--- config.mk ---
export PLATFORM = sky130hd
export DESIGN_NAME = boot_sequencer_flat
export DESIGN_NICKNAME = d
export VERILOG_FILES = /design/src/rtl/boot_sequencer_if.sv /design/src/rtl/boot_sequencer.sv /design/src/flat_wrapper.sv
export SDC_FILE = /design/constraint.sdc
export NUM_CORES = 1
export LEC_CHECK = 0
export BUFFER_PORTS_ARGS = -buffer_cell sky130_fd_sc_hd__buf_2
export CAP_MARGIN = 15
export CORE_MARGIN = 3
export CORE_UTILIZATION = 47
export CTS_BUF_LIST = sky130_fd_sc_hd__clkbuf_4 sky130_fd_sc_hd__clkbuf_8
export CTS_CLUSTER_SIZE = 14
export DETAILED_ROUTE_END_ITERATION = 10
export PLACE_DENSITY = 0.83
export SYNTH_ARGS = -nofsm -noshare
export SYNTH_HDL_FRONTEND = slang
export SYNTH_SLANG_ARGS = --single-unit
--- constraint.sdc ---
create_clock -name clk -period 1.95 [get_ports clk]
set_input_delay 0 -clock clk [delete_from_list [all_inputs] [get_ports clk]]
set_output_delay 0 -clock clk [all_outputs]
set_load 0.02 [all_outputs]
--- src/rtl/boot_sequencer_if.sv ---
// Boot sequencer bus: button input, ROM read port, RAM port and CPU boot controls.
// The master modport is the sequencer; the slave modport is the surrounding chipset.
interface boot_sequencer_if #(
  parameter int unsigned ADDR_WIDTH = 16,
  parameter int unsigned DATA_WIDTH = 16
);
  logic                  reset_button;
  logic [ADDR_WIDTH-1:0] rom_addr;
  logic [DATA_WIDTH-1:0] rom_data;
  logic [ADDR_WIDTH-1:0] ram_addr;
  logic [DATA_WIDTH-1:0] ram_wdata;
  logic                  ram_we;
  logic [DATA_WIDTH-1:0] ram_rdata;
  logic                  cpu_reset;
  logic [ADDR_WIDTH-1:0] boot_pc;
  logic                  is_powered_on;
  logic                  flag_execute_from_ram;
  logic                  boot_error;

  modport master (
    input  reset_button, rom_data, ram_rdata,
    output rom_addr, ram_addr, ram_wdata, ram_we, cpu_reset, boot_pc,
           is_powered_on, flag_execute_from_ram, boot_error
  );

  modport slave (
    output reset_button, rom_data, ram_rdata,
    input  rom_addr, ram_addr, ram_wdata, ram_we, cpu_reset, boot_pc,
           is_powered_on, flag_execute_from_ram, boot_error
  );
endinterface

--- src/rtl/boot_sequencer.sv ---
// Boot sequencer: debounces the reset button, copies a ROM image into RAM one word per
// cycle while holding the CPU in reset, then releases the CPU to execute from RAM.
// Define BOOT_SEQUENCER_VERIFY_EN to add a read-back VERIFY pass and a HALT error state.
module boot_sequencer #(
  parameter int unsigned           ADDR_WIDTH      = 16,
  parameter int unsigned           DATA_WIDTH      = 16,
  parameter int unsigned           COPY_WORDS      = 256,
  parameter logic [ADDR_WIDTH-1:0] ROM_BASE        = '0,
  parameter logic [ADDR_WIDTH-1:0] RAM_BASE        = '0,
  parameter int unsigned           DEBOUNCE_CYCLES = 4
) (
  input logic              clk,
  input logic              reset,
  boot_sequencer_if.master bus
);

  // Word index needs one extra bit so COPY_WORDS == 2^ADDR_WIDTH is representable.
  localparam int unsigned          IdxW    = ADDR_WIDTH + 1;
  localparam logic [IdxW-1:0]      LastIdx = IdxW'(COPY_WORDS);
  localparam int unsigned          DbW     = $clog2(DEBOUNCE_CYCLES + 1);
  localparam logic [DbW-1:0]       DbMax   = DbW'(DEBOUNCE_CYCLES);

`ifdef BOOT_SEQUENCER_VERIFY_EN
  typedef enum logic [2:0] {StOff, StCopy, StVerify, StHalt, StRun} state_e;
`else
  typedef enum logic [1:0] {StOff, StCopy, StRun} state_e;
`endif

  state_e                state_q, state_d;
  logic [IdxW-1:0]       idx_q, idx_d;
  logic [ADDR_WIDTH-1:0] ram_addr_q, ram_addr_d;
  logic [DbW-1:0]        db_cnt_q, db_cnt_d;
  logic                  pressed;
  logic                  rd_more;
  logic                  we;
  logic                  run_active;
  logic [ADDR_WIDTH-1:0] idx_off;
  logic [DATA_WIDTH-1:0] wdata;

  // A saturated counter is a valid press; it clears together with the release.
  assign pressed = (db_cnt_q == DbMax);
  assign rd_more = (idx_q < LastIdx);
  assign idx_off = idx_q[ADDR_WIDTH-1:0];

  // State, word index, held RAM address and debounce counter registers.
  always_ff @(posedge clk) begin
    if (reset) begin
      state_q    <= StOff;
      idx_q      <= '0;
      ram_addr_q <= RAM_BASE;
      db_cnt_q   <= '0;
    end else begin
      state_q    <= state_d;
      idx_q      <= idx_d;
      ram_addr_q <= ram_addr_d;
      db_cnt_q   <= db_cnt_d;
    end
  end

  // Button debounce: count consecutive high samples, saturate, clear on low.
  always_comb begin
    db_cnt_d = db_cnt_q;
    if (state_q != StOff) begin
      if (!bus.reset_button) begin
        db_cnt_d = '0;
      end else if (db_cnt_q != DbMax) begin
        db_cnt_d = db_cnt_q + DbW'(1);
      end
    end
  end

  // Next-state logic: copy sequencing, optional verify, and press freeze/release restart.
  always_comb begin
    state_d    = state_q;
    idx_d      = idx_q;
    ram_addr_d = ram_addr_q;
    we         = 1'b0;
    if (pressed) begin
      // Everything stays frozen while held; the release restarts the copy from word 0.
      if (!bus.reset_button) begin
        state_d = StCopy;
        idx_d   = '0;
      end
    end else begin
      unique case (state_q)
        StOff: begin
          state_d = StCopy;
          idx_d   = '0;
        end
        StCopy: begin
          // ROM data for word idx-1 arrives this cycle.
          we = (idx_q != '0);
          if (rd_more) begin
            idx_d      = idx_q + IdxW'(1);
            ram_addr_d = RAM_BASE + idx_off;
          end else begin
`ifdef BOOT_SEQUENCER_VERIFY_EN
            state_d = StVerify;
            idx_d   = '0;
`else
            state_d = StRun;
`endif
          end
        end
`ifdef BOOT_SEQUENCER_VERIFY_EN
        StVerify: begin
          ram_addr_d = RAM_BASE + idx_off;
          if ((idx_q != '0) && (bus.rom_data != bus.ram_rdata)) begin
            state_d = StHalt;
          end else if (rd_more) begin
            idx_d = idx_q + IdxW'(1);
          end else begin
            state_d = StRun;
          end
        end
        StHalt: begin
          state_d = StHalt;
        end
`endif
        StRun: begin
          state_d = StRun;
        end
        default: begin
          state_d = StOff;
        end
      endcase
    end
  end

  // Output decode from registered state.
  always_comb begin
    run_active = (state_q == StRun) && !pressed;
    wdata      = we ? bus.rom_data : '0;
  end

  assign bus.rom_addr              = ROM_BASE + idx_off;
`ifdef BOOT_SEQUENCER_VERIFY_EN
  // Verify reads RAM at the same offset as ROM, so the address is not delayed there.
  assign bus.ram_addr              = (state_q == StVerify) ? (RAM_BASE + idx_off) : ram_addr_q;
  assign bus.boot_error            = (state_q == StHalt);
`else
  logic unused_rdata;
  assign unused_rdata              = ^bus.ram_rdata;
  assign bus.ram_addr              = ram_addr_q;
  assign bus.boot_error            = 1'b0;
`endif
  assign bus.ram_wdata             = wdata;
  assign bus.ram_we                = we;
  assign bus.cpu_reset             = !run_active;
  assign bus.flag_execute_from_ram = run_active;
  assign bus.is_powered_on         = (state_q != StOff);
  assign bus.boot_pc               = RAM_BASE;

endmodule
--- src/flat_wrapper.sv ---
// flat-port wrapper written by rule: the top's interface ports become plain ports
module boot_sequencer_flat 
#(
  parameter int unsigned           ADDR_WIDTH      = 16,
  parameter int unsigned           DATA_WIDTH      = 16,
  parameter int unsigned           COPY_WORDS      = 256,
  parameter logic [ADDR_WIDTH-1:0] ROM_BASE        = '0,
  parameter logic [ADDR_WIDTH-1:0] RAM_BASE        = '0,
  parameter int unsigned           DEBOUNCE_CYCLES = 4
)
  (clk, reset, bus_reset_button, bus_rom_data, bus_ram_rdata, bus_rom_addr, bus_ram_addr, bus_ram_wdata, bus_ram_we, bus_cpu_reset, bus_boot_pc, bus_is_powered_on, bus_flag_execute_from_ram, bus_boot_error);
  boot_sequencer_if #(.ADDR_WIDTH(ADDR_WIDTH), .DATA_WIDTH(DATA_WIDTH)) bus_i ();
  input logic clk;
  input logic reset;
  input wire logic [$bits(bus_i.reset_button)-1:0] bus_reset_button;
  input wire logic [$bits(bus_i.rom_data)-1:0] bus_rom_data;
  input wire logic [$bits(bus_i.ram_rdata)-1:0] bus_ram_rdata;
  output wire logic [$bits(bus_i.rom_addr)-1:0] bus_rom_addr;
  output wire logic [$bits(bus_i.ram_addr)-1:0] bus_ram_addr;
  output wire logic [$bits(bus_i.ram_wdata)-1:0] bus_ram_wdata;
  output wire logic [$bits(bus_i.ram_we)-1:0] bus_ram_we;
  output wire logic [$bits(bus_i.cpu_reset)-1:0] bus_cpu_reset;
  output wire logic [$bits(bus_i.boot_pc)-1:0] bus_boot_pc;
  output wire logic [$bits(bus_i.is_powered_on)-1:0] bus_is_powered_on;
  output wire logic [$bits(bus_i.flag_execute_from_ram)-1:0] bus_flag_execute_from_ram;
  output wire logic [$bits(bus_i.boot_error)-1:0] bus_boot_error;
  assign bus_i.reset_button = bus_reset_button;
  assign bus_i.rom_data = bus_rom_data;
  assign bus_i.ram_rdata = bus_ram_rdata;
  assign bus_rom_addr = bus_i.rom_addr;
  assign bus_ram_addr = bus_i.ram_addr;
  assign bus_ram_wdata = bus_i.ram_wdata;
  assign bus_ram_we = bus_i.ram_we;
  assign bus_cpu_reset = bus_i.cpu_reset;
  assign bus_boot_pc = bus_i.boot_pc;
  assign bus_is_powered_on = bus_i.is_powered_on;
  assign bus_flag_execute_from_ram = bus_i.flag_execute_from_ram;
  assign bus_boot_error = bus_i.boot_error;
  boot_sequencer #(.ADDR_WIDTH(ADDR_WIDTH), .DATA_WIDTH(DATA_WIDTH), .COPY_WORDS(COPY_WORDS), .ROM_BASE(ROM_BASE), .RAM_BASE(RAM_BASE), .DEBOUNCE_CYCLES(DEBOUNCE_CYCLES)) u_core (.clk(clk), .reset(reset), .bus(bus_i));
endmodule
; Yosys cells after proc, flatten, opt, wreduce, memory -nomap -nowiden
; Cells that the tools add are included.
; Widths: inputs -> output; s select.
[op_classes]
n_addsub = 2
magnitude_cmp = 1
eq_ne = 8
mux = 13
n_bitwise = 1
n_reduce_logical = 11
[op_table]
columns = operator, n
row1 = $mux 17, 3
row2 = $pmux 17 s2, 1
row3 = $add 17x1->17 const B, 1
row4 = $lt 17x9->1 const B, 1
row5 = $reduce_bool 17->1, 1
row6 = $mux 16, 1
row7 = $mux 2, 3
row8 = $mux 3, 2
row9 = $pmux 2 s3, 1
row10 = $reduce_and 3->1, 2
row11 = $reduce_and 2->1, 2
row12 = $add 3x1->3 const B, 1
row13 = $eq 3x3->1 const B, 1
row14 = $ne 3x1->1 const B, 1
row15 = $ne 3x2->1 const B, 1
row16 = $ne 3x3->1 const B, 1
row17 = $reduce_bool 3->1, 1
row18 = $eq 2x1->1 const B, 1
row19 = $eq 2x2->1 const B, 1
row20 = $logic_not 1->1, 2
row21 = $logic_not 2->1, 1
row22 = $mux 1, 2
row23 = $ne 2x1->1 const B, 1
row24 = $ne 2x2->1 const B, 1
row25 = 3 further kinds, 3
[word_totals]
reg_bits = 38
input_bits = 35
output_inout_bits = 69
elab_cells = 40

; Depth between registers and ports, before layout
[depth]
word_depth = 4
mapped_depth = 7
depth_no_buf = 6

; Worst setup path before layout
; OpenSTA, ideal clock, no wires.
[synth_path]
path_kind = register to register
startpoint = register u_core.db_cnt_q[0]
endpoint = register u_core.ram_addr_q[10] (netlist: u_core.bus.ram_addr[10])
setup_ps = 115
t_arrival_ps = 1603
t_required_ps = 1835
slack_ps = 232
path_stages_with_launch = 7
n_path_buf = 0
period_less_slack_ps = 1718
path_cell_list = dfxtp_1 > inv_1 > ha_1 > a21bo_2 > nor4_4 > nor2_1 > and2_1
[synth_between]
elab_chain_cells = 3
[synth_lines]
columns = element, line
row1 = "start, declared", boot_sequencer.sv:32  ; logic [DbW-1:0] db_cnt_q, db_cnt_d;
row2 = "start signal, assigned", boot_sequencer.sv:56  ; db_cnt_q <= db_cnt_d;
row3 = $eq 3x3->1, boot_sequencer.sv:41  ; assign pressed = (db_cnt_q == DbMax);
row4 = $not 1->1 (no source line), n/a
row5 = $reduce_and 3->1 (no source line), n/a
row6 = "end signal, assigned", boot_sequencer.sv:55  ; ram_addr_q <= ram_addr_d;
row7 = "end, declared", boot_sequencer.sv:31  ; logic [ADDR_WIDTH-1:0] ram_addr_q, ram_addr_d;
; No other way between the ends.
; A chain may end at the register's enable or synchronous reset.

; Final worst setup path
[layout_path]
startpoint = register u_core.idx_q[16]
endpoint = output bus_ram_wdata[2]
[layout_between]
elab_chain_cells = 4
[layout_lines]
columns = element, line
row1 = "start, declared", boot_sequencer.sv:30  ; logic [IdxW-1:0] idx_q, idx_d;
row2 = "start signal, assigned", boot_sequencer.sv:54  ; idx_q <= idx_d;
row3 = $reduce_bool 17->1, boot_sequencer.sv:92  ; we = (idx_q != '0);
row4 = $mux 1, boot_sequencer.sv:85  ; unique case (state_q)
row5 = $mux 1, boot_sequencer.sv:78  ; if (pressed) begin
row6 = $mux 16, boot_sequencer.sv:133  ; wdata = we ? bus.rom_data : '0;
row7 = "end, declared", flat_wrapper.sv:20  ; output wire logic [$bits(bus_i.ram_wdata)-1:0] bus_ram_wdata;
; No other way between the ends.

==> results by group <==
Synthesis
  • Cells after synthesis: 235
  • Dominant synthesized flop cell: dfxtp_1
  • Count of different cell masters after synthesis: 43
  • #FFs+latches synth: 38
  • Synthesized cell area: 2020 um2
  • Avg Synthesized Cell Area: 8.59 um2
  • Area contributors post-synth: dfxtp_1 38%, buf_4 12%, and2_1 9.3%
  • Register area share after synthesis: 37.7%
  • Yosys top cell by area: dfxtp_1
  • Area fraction of the dominant cell type after synthesis: 37.7%
  • Syn. warnings: 0
  • Share of flip-flops with an asynchronous set or reset: 0%
  • Post-synth EDFFs: 0

Place
  • Place WS: -0.104 ns
  • DP Cell Count: 343
  • Area after DPL: 2310 um2
  • Port bufs: 70
  • Dpl hpwl: 3.32 mm
  • Routability Congestion: 0.878

Setup path
  • Kind of end point of the critical path: primary output
  • Crit-path slowest cell: or4_4
  • Critical R2R Launch: u_core.idx_q[9]
  • CP required: 1.95 ns
  • CP max FO: 5
  • R2R setup slack: 0.01 ns
  • Max incr delay on CP: 0.55 ns
  • Worst path bufs/invs: 2
  • Crit path max-delay family: simple AND/OR/NAND/NOR gates
  • CP startpoint kind: flip-flop
  • Worst reg-to-reg path cell count: 5
  • WP data arrival: 1.98 ns
  • Crit path cell chain: or4_4 -> nor3_4 -> buf_12 -> a31oi_4 -> and2_4 -> buf_6
  • RR Endpoint: u_core.idx_q[3]
  • WS Path Type: flip-flop to primary output

GRT
  • M3 GR Usage: 4.91%
  • First-pass GRT wire length: 8.36 mm
  • Grt met2 use: 35.6%
  • M1 GR Usage: 24.4%
  • Total congestion overflow: 0
  • Largest net degree at the start of global routing: 19
  • Vias in the first global route: 1,756
  • Most Crowded Layer GR: met2
  • GRT Total Usage: 20.3%
  • Initial antenna violation count: 0

Final layout
  • Layout area overhead: 37.9%
  • Cell area after layout: 2790 um2
  • Nets: 353
  • Final std cells w/o fill: 362
  • Share of layout cells above drive strength 1: 44.9%
  • Fill cells: 332
  • Diode count: 0
  • Final core occ: 68.2%

Timing
  • Final min period: 1.98 ns
  • Slew headroom: 60.9%
  • Crit share post-route: 101%
  • Final worst-path setup slack: -0.0288 ns
  • Hold Slack: 0.0407 ns
  • Worst slew pin tran: 0.583 ns
  • RSZ-0062 raised after global routing: yes
  • Final Skew: 0.00595 ns
  • Final hold violation count: 0
  • Max-slew violation count: 0
  • Fmax: 505 MHz
  • Finish-stage setup viols: 12

Clock tree
  • CTS buffer count: 5
  • Worst-path clk slew: 0.07 ns
  • H-tree Lvls: 2
  • Clock Latency Late Sink: 0.29 ns
  • Root buffer cell: clkbuf_8
  • Cts hold-fix bufs: 0
  • CTS tree: done
  • Clk buf depth: 2
  • Clk sinks: 38

Floorplan
  • Site Rows: 23
  • Area of the die: 5120 um2
  • Die width: 71.6 um
  • Placeable Area: 4090 um2
  • I/O pin cnt: 104
  • Initial core utilization: 49.4%
  • Die height: 71.6 um

Hold path
  • Min-Delay Path Class: input port to flip-flop
  • Critical hold path startpoint: bus_reset_button
  • Min-Delay Endpoint: u_core.db_cnt_q[2]
  • Hold depth: 3

Detailed routing
  • Initial DRC count: 73
  • Via density per instance: 5.16
  • Vias: 1,868
  • Detailed Routing Iterations Pass 1: 5
  • ANT nets after route: 0
  • Wirelength per Cell: 14.5 um
  • DRC Markers: 0
  • Post-Route WL: 5.25 mm

Run
  • Max Cap Violations: 0

Power and ir drop
  • Worst VDD drop: 0.000620 V
  • LEAKAGE: 1.31 nW
  • Cell Pwr Density: 987 nW/um2

Run status
  • Failing checks: negative setup slack
  • Status: finished with violations
[routing by layer]
| metal | share of wire [%] | routed length [um] |
|---|---|---|
| met2 | 50 | 2610 |
| met3 | 9.0 | 471 |
| met4 | 1.3 | 70 |
| met1 | 40 | 2100 |
| met5 | 0 | 0 |
[cell usage after synthesis (2+ instances only)]
cell	n
nor3_2	2
inv_1	11
a21oi_1	15
and2_1	30
nor3_1	2
dfxtp_1	38
nor4_1	2
mux2i_1	4
ha_1	7
a211oi_1	4
nor2_1	6
nand2b_1	4
or4_1	3
buf_2	2
nand4_1	6
o2111ai_1	2
o21ai_0	4
clkbuf_1	4
nand3_1	7
buf_4	33
nand2_1	27
[layout make-up]
| class | count | area [um2] | share of cell area [%] |
|---|---|---|---|
| multi-input combinational | 163 | 1160 | 41.6 |
| sequential | 38 | 766 | 27.5 |
| timing repair buffer | 92 | 662 | 23.8 |
| clock buffer | 6 | 82.6 | 2.96 |
| tap | 50 | 62.6 | 2.25 |
| inverter | 11 | 41.3 | 1.48 |
| clock inverter | 2 | 12.5 | 0.449 |
[placed cells by master, fill, tap and decap left out, types with 2 or more instances in the layout]
cell / Yosys / final
o21ai_1: 1 / 2
nand4_1: 6 / 6
a31oi_4: 0 / 3
clkbuf_8: 0 / 6
a21oi_2: 0 / 2
and2_1: 30 / 14
buf_12: 0 / 2
mux2i_1: 4 / 4
nor2_1: 6 / 5
nor4_1: 2 / 2
o21ai_0: 4 / 3
inv_1: 11 / 11
dfxtp_1: 38 / 36
buf_4: 33 / 18
or4_1: 3 / 2
a21oi_1: 15 / 13
ha_1: 7 / 6
and2_4: 0 / 16
nand2b_1: 4 / 4
a211oi_1: 4 / 4
nand3_1: 7 / 7
or4_4: 1 / 2
buf_6: 1 / 17
nand2_1: 27 / 27
conb_1: 1 / 17
buf_2: 2 / 54
nor3_2: 2 / 3
[sequential cells by signal, indices dropped and copies added (netlist names)]
register             cells
u_core.idx_q            17
u_core.bus.ram_addr     16
u_core.db_cnt_q          3
u_core.state_q           2
[report_power, final]
part | internal (mW) | leakage [nW] | switching [mW]
Combinational | 0.590 | 0.951 | 0.750
Sequential | 0.821 | 0.308 | 0.0294
Clock | 0.284 | 0.0472 | 0.276
[worst reg2reg max path: stages (launching register included)]
cell	delay, ns
dfxtp_4	0.35
buf_4	0.13
nor4_1	0.43
nand4_1	0.31
or4_1	0.57
nand3_1	0.10
[worst max-delay path by stage]
stage,cells past startpoint,startpoint,endpoint
after floorplan,6,u_core.db_cnt_q[0],u_core.bus.ram_addr[10]
after global placement,7,u_core.db_cnt_q[0],u_core.idx_q[10]
after detailed placement,6,u_core.db_cnt_q[0],bus_ram_wdata[5]
after CTS,6,u_core.idx_q[16],bus_ram_wdata[13]
after global routing,6,u_core.idx_q[9],u_core.idx_q[10]
final,6,u_core.idx_q[16],bus_ram_wdata[2]
[cell families (layout without fill, tap and decap cells)]
family / after synthesis / in the layout / synth area share (%)
simple gates: 95 / 95 / 26.6
buf+inv: 52 / 111 / 16.4
compound gates: 38 / 40 / 12.9
flops: 38 / 38 / 37.7
fa+ha+maj: 7 / 7 / 4.34
mux: 4 / 4 / 1.98
other cells: 1 / 17 / 0.186
[what timing repair did]
| item | CTS | global route |
|---|---|---|
| pin swaps | 24 | 13 |
| endpoints found under the setup margin | 20 | 43 |
| setup buffers | 5 | 3 |
| gates cloned | 2 | 1 |
| resized for setup | 47 | 26 |
[through the flow]
step | power (mW) | setup TNS (ns)
global route | 2.90 | -1.78
global placement | 1.84 | 0
CTS | 2.59 | -0.155
finish | 2.75 | -0.207
floorplan | 1.57 | 0
detailed placement | 1.86 | -1.59
(Power assumes the default switching activity.)
